$ cat src/rtl/pipeline_pkg.sv
// Constants shared by the D-stage hazard controller and the MDU busy timer.
package pipeline_pkg;

    localparam int AW       = 5;
    localparam int TW       = 2;
    localparam int MULT_CYC = 5;
    localparam int DIV_CYC  = 10;
    localparam int CNT_W    = 4;
    localparam int PERF_W   = 32;

    localparam logic [1:0] FWD_RF = 2'd0;
    localparam logic [1:0] FWD_E  = 2'd1;
    localparam logic [1:0] FWD_M  = 2'd2;

endpackage

$ cat src/rtl/md_busy_timer.sv
// Multiply/divide busy countdown: md_busy while the counter is non-zero,
// a one-cycle md_done after a natural 1->0 transition, sticky md_err on overlap.
module md_busy_timer #(
    parameter int MULT_CYC = pipeline_pkg::MULT_CYC,
    parameter int DIV_CYC  = pipeline_pkg::DIV_CYC,
    parameter int CNT_W    = pipeline_pkg::CNT_W
) (
    input  logic clk,
    input  logic reset,
    input  logic md_start,
    input  logic md_div,
    output logic md_busy,
    output logic md_done,
    output logic md_err
);

    // md_start is a single-cycle pulse with no back-pressure; a start while
    // busy is accepted anyway (the restart wins) and flagged in md_err.
    logic [CNT_W-1:0] cnt_q, cnt_d;
    logic             done_q, done_d;
    logic             err_q, err_d;

    always_comb begin
        cnt_d  = cnt_q;
        done_d = 1'b0;
        err_d  = err_q;
        if (md_start) begin
            cnt_d = md_div ? CNT_W'(DIV_CYC) : CNT_W'(MULT_CYC);
            if (cnt_q != '0) begin
                err_d = 1'b1;
            end
        end else if (cnt_q != '0) begin
            cnt_d  = cnt_q - CNT_W'(1);
            done_d = (cnt_q == CNT_W'(1));
        end
    end

    always_ff @(posedge clk) begin
        if (!reset) begin
            cnt_q  <= '0;
            done_q <= 1'b0;
            err_q  <= 1'b0;
        end else begin
            cnt_q  <= cnt_d;
            done_q <= done_d;
            err_q  <= err_d;
        end
    end

    assign md_busy = (cnt_q != '0);
    assign md_done = done_q;
    assign md_err  = err_q;

endmodule

$ cat src/rtl/hazard_ctrl_mdu.sv
// D-stage hazard controller: Tuse/Tnew stall, E/M forwarding selects,
// MDU busy interlock and a saturating stall-cycle counter.
module hazard_ctrl_mdu #(
    parameter int AW       = pipeline_pkg::AW,
    parameter int TW       = pipeline_pkg::TW,
    parameter int MULT_CYC = pipeline_pkg::MULT_CYC,
    parameter int DIV_CYC  = pipeline_pkg::DIV_CYC,
    parameter int CNT_W    = pipeline_pkg::CNT_W,
    parameter int PERF_W   = pipeline_pkg::PERF_W
) (
    input  logic              clk,
    input  logic              reset,
    input  logic [AW-1:0]     D_rs,
    input  logic [AW-1:0]     D_rt,
    input  logic [TW-1:0]     T_use_rs,
    input  logic [TW-1:0]     T_use_rt,
    input  logic              D_md_use,
    input  logic [AW-1:0]     E_A3,
    input  logic [TW-1:0]     E_T_new,
    input  logic [AW-1:0]     M_A3,
    input  logic [TW-1:0]     M_T_new,
    input  logic              E_md_start,
    input  logic              E_md_div,
    output logic              stall,
    output logic [1:0]        fwd_rs_sel,
    output logic [1:0]        fwd_rt_sel,
    output logic              md_busy,
    output logic              md_done,
    output logic              md_err,
    output logic [PERF_W-1:0] stall_cnt
);

    import pipeline_pkg::FWD_RF;
    import pipeline_pkg::FWD_E;
    import pipeline_pkg::FWD_M;

    logic              rs_nz, rt_nz;
    logic              hit_e_rs, hit_m_rs, hit_e_rt, hit_m_rt;
    logic              md_stall;
    logic [PERF_W-1:0] stall_cnt_q, stall_cnt_d;

    md_busy_timer #(
        .MULT_CYC (MULT_CYC),
        .DIV_CYC  (DIV_CYC),
        .CNT_W    (CNT_W)
    ) u_timer (
        .clk      (clk),
        .reset    (reset),
        .md_start (E_md_start),
        .md_div   (E_md_div),
        .md_busy  (md_busy),
        .md_done  (md_done),
        .md_err   (md_err)
    );

    always_comb begin
        rs_nz    = (D_rs != '0);
        rt_nz    = (D_rt != '0);
        // A producer stalls D only if its value arrives later than D needs it.
        hit_e_rs = (E_A3 == D_rs) && rs_nz && (E_T_new > T_use_rs);
        hit_m_rs = (M_A3 == D_rs) && rs_nz && (M_T_new > T_use_rs);
        hit_e_rt = (E_A3 == D_rt) && rt_nz && (E_T_new > T_use_rt);
        hit_m_rt = (M_A3 == D_rt) && rt_nz && (M_T_new > T_use_rt);
        md_stall = D_md_use && (md_busy || E_md_start);
        stall    = hit_e_rs || hit_m_rs || hit_e_rt || hit_m_rt || md_stall;

        fwd_rs_sel = FWD_RF;
        if ((E_A3 == D_rs) && rs_nz && (E_T_new == '0)) begin
            fwd_rs_sel = FWD_E;
        end else if ((M_A3 == D_rs) && rs_nz && (M_T_new == '0)) begin
            fwd_rs_sel = FWD_M;
        end

        fwd_rt_sel = FWD_RF;
        if ((E_A3 == D_rt) && rt_nz && (E_T_new == '0)) begin
            fwd_rt_sel = FWD_E;
        end else if ((M_A3 == D_rt) && rt_nz && (M_T_new == '0)) begin
            fwd_rt_sel = FWD_M;
        end

        stall_cnt_d = stall_cnt_q;
        if (stall && (stall_cnt_q != {PERF_W{1'b1}})) begin
            stall_cnt_d = stall_cnt_q + PERF_W'(1);
        end
    end

    always_ff @(posedge clk) begin
        if (!reset) begin
            stall_cnt_q <= '0;
        end else begin
            stall_cnt_q <= stall_cnt_d;
        end
    end

    assign stall_cnt = stall_cnt_q;

endmodule

$ cat config.mk
export PLATFORM = sky130hd
export DESIGN_NAME = hazard_ctrl_mdu
export DESIGN_NICKNAME = d
export VERILOG_FILES = /design/src/rtl/pipeline_pkg.sv /design/src/rtl/md_busy_timer.sv /design/src/rtl/hazard_ctrl_mdu.sv
export SDC_FILE = /design/constraint.sdc
export NUM_CORES = 1
export LEC_CHECK = 0
export CORE_MARGIN = 4
export CORE_UTILIZATION = 52
export DETAILED_ROUTE_END_ITERATION = 7
export PLACE_DENSITY = 0.87
export SYNTH_ARGS = -nofsm -noshare
export SYNTH_HDL_FRONTEND = slang
export SYNTH_SLANG_ARGS = --single-unit
$ cat constraint.sdc
create_clock -name clk -period 7.43 [get_ports clk]
set_input_delay 2.229 -clock clk [delete_from_list [all_inputs] [get_ports clk]]
set_output_delay 2.229 -clock clk [all_outputs]
set_load 0.05 [all_outputs]
==> summary.txt <==
Critical path
  – CP arrival: 4.56 ns
  – Crit path capture type: output port
  – Critical Path Fanout Max: 2
  – Crit path launch type: input port
  – Critical path type: in -> out
  – Required @ worst endpoint: 5.20 ns

Cells and area
  – Utilization after layout: ~70%
  – Fraction of layout cells with a size suffix above 1: 2.918%
  – Nets@finish: approximately 420
  – P&R area growth vs syn: 31.44%
  – ANT cells: 0

Drt
  – Vias per cell: 6.046
  – Post-DRT Antenna Nets: 0
  – DRT iter0 DRCs: 182
  – Final WL: between 6000 and 7000 um
  – Drt first pass iters: 5
  – Routed via count: 2606
  – Routed WL per cell: roughly 15 um
  – DRC: 0

Pwr
  – Peak VDD IR: 0.1655 mV
  – Clk pwr share: 30.2%
  – Flop pwr share: between 40% and 50%
  – Part of the power in combinational logic: about a quarter
  – Switching power: between 100 and 150 uW
  – Leak pwr: 0.001143 uW
  – PD cells: 141.7 nW/um2
  – Switching Share: 29.95%
  – Internal: 327.2 uW

Floorplan
  – # IOs: 73
  – Die Ht: 77.44 um
  – Starting density of the core: 53.44%
  – Die X-Extent: a little under 80 um
  – # rows: 25
  – Area of the die: 5997 um2
  – Core Box Area: 4692 um2

Timing
  – Crit path time final: 6.793 ns
  – Fmax achieved: around 0.15 GHz
  – Unrepaired setup endpoints after global routing: false
  – Setup TNS: 0 ns
  – Max-slew violation count: 0
  – Setup violations, final: 0
  – Least-Margin Pin Slew: 0.7923 ns
  – Hold slack: roughly 0.48 ns
  – Slew HR: about 47%
  – Period Utilization, post-route: 91.43%
  – Final WS setup: 0.6366 ns
  – Clock Skew: 0.006019 ns
  – Final Hold Fails: 0

Place
  – PortBufs: 72
  – Hpwl dp: 4789 um
  – GPL Wtd Cong: 0.8783
  – DP Worst Slack: ~0.63 ns

Synthesis
  – Mean area per synthesized cell: approximately 8 um2
  – Top FF cell, synth: dfxtp_1
  – Post-synth EDFFs: 0
  – Distinct cells, synth: 42
  – Ys Warns: 0
  – FFs w/ async S/R, synth: 0%
  – Sequential fraction of the synthesis area: 30.34%
  – Post-synth design cell area: approximately 2500 um2
  – Post-Syn Nets: approximately 360
  – Most common cell in the netlist: dfxtp_1
  – Cell taking the most area after synthesis: dfxtp_1
  – Commonest cells post-synth: 38 x dfxtp_1, 28 x a21oi_1, 27 x nand2_1
  – Synth top area share: 30.34%
  – Synth top area cells: dfxtp_1 30%, xor2_1 7.3%, a21oi_1 5.6%
  – #FFs+latches synth: 38
  – Synth Instances: 315

Global route
  – Initial antenna violation count: 0
  – Grt total ovfl: 0
  – Global-route wire length before repair: approximately 11000 um
  – All-Layer GR Usage: 21.59%
  – Vias in the first global route: 2361
  – Largest net degree at the start of global routing: 57

CTS
  – Clk sinks: 38
  – Clk_lat worst skew: 0.29 ns
  – CTS H-tree depth: 2
  – Clk slew on worst S/H paths: about 0.07 ns
  – Post CTS Setup Buffer Count: 0
  – CTS tree: done
  – CTS root buf: clkbuf_8
  – Cts hold-fix bufs: 0
  – Resize count post-CTS: 0
  – CTS buffer count: 5
  – Clock buffer depth: 2

Min path
  – Worst Hold Class: reg -> reg

Flow run
  – MaxCap Viol Count: 0

Status
  – Outcome: completed
-- cells in the final DEF, fill, tap and decap left out, drive strengths merged, types with 5 or more instances in the layout --
| cell | instances |
|---|---|
| nor2b | 5 |
| or3 | 19 |
| clkdlybuf4s50 | 72 |
| nor2 | 9 |
| o21ai | 19 |
| nor4 | 5 |
| nand4 | 13 |
| and3 | 6 |
| inv | 10 |
| nand2b | 7 |
| a21oi | 28 |
| dfxtp | 38 |
| or4 | 7 |
| nand3 | 19 |
| ha | 11 |
| nor3 | 13 |
| and4 | 6 |
| nand2 | 27 |
| clkbuf | 6 |
| xor2 | 21 |
| o31ai | 6 |
| mux2i | 7 |
-- cell type report --
class	count	area, um2
fillers	406	1396
clock buffers	6	82.58
multi-input cells	249	1615
well taps	54	67.56
repair buffers	73	728.2
flip-flops and latches	38	760.7
inverters	11	41.29
-- power groups by stage --
stage | logic (uW) | clock network [uW] | registers (uW)
after global routing | 122 | 150 | 215
after floorplan | 63.3 | 0 | 226
final | 112 | 141 | 214
after global placement | 108 | 0 | 218
after detailed placement | 111 | 0 | 218
after CTS | 111 | 144 | 214
-- final timing paths --
| kind | startpoint | end | slack, ns | depth (start not counted) |
|---|---|---|---|---|
| setup / recovery | T_use_rt[1] | stall | 0.64 | 9 |
| hold / removal | u_timer.md_err$_SDFFE_PN0P_ | u_timer.md_err$_SDFFE_PN0P_ | 0.48 | 2 |
| setup reg to reg | stall_cnt[2]$_SDFFE_PN0P_ | stall_cnt[12]$_SDFFE_PN0P_ | 4.96 | 6 |
| hold reg to reg | u_timer.md_err$_SDFFE_PN0P_ | u_timer.md_err$_SDFFE_PN0P_ | 0.48 | 2 |
-- flip-flops by register name, indices dropped and copies added (netlist names) --
signal	count
stall_cnt	32
u_timer.md_err	1
u_timer.cnt_q	4
u_timer.md_done	1
-- cells by family after synthesis --
logic type / count (synthesis) / share of synthesized area [%]
AO/OA/AOI/OAI: 65 / 15.12
XOR/XNOR: 22 / 7.685
adder cells (fa/ha/maj): 11 / 5.489
buffers and inverters: 28 / 5.240
flip-flops: 38 / 30.34
multiplexers: 8 / 3.244
AND/OR/NAND/NOR: 143 / 32.88
-- worst max-delay path, cell delays in order --
cell and delay [ns]:
clkdlybuf4s50_1 0.45, inv_1 0.05, ha_1 0.29, nor2b_1 0.14, a2bb2oi_1 0.18, a41oi_1 0.14
and4_4 0.23, inv_1 0.05, clkdlybuf4s50_1 0.79
-- through the flow --
step	cells	cell area [um2]	power (uW)
floorplan	315	2507	289.0
CTS	431	3296	469.0
detailed placement	425	3213	329.2
finish	431	3296	467.1
global placement	425	3213	326.3
global route	431	3296	486.8
-- metal layers --
metal	part of all wire [%]	global-route usage, %	wire (um)
met5	0	0	0
met1	44	26.64	2836
met2	49	36.70	3178
met3	4.9	5.336	315
met4	1.7	7.117	107
Note: power is estimated with default switching activity, not from simulation.
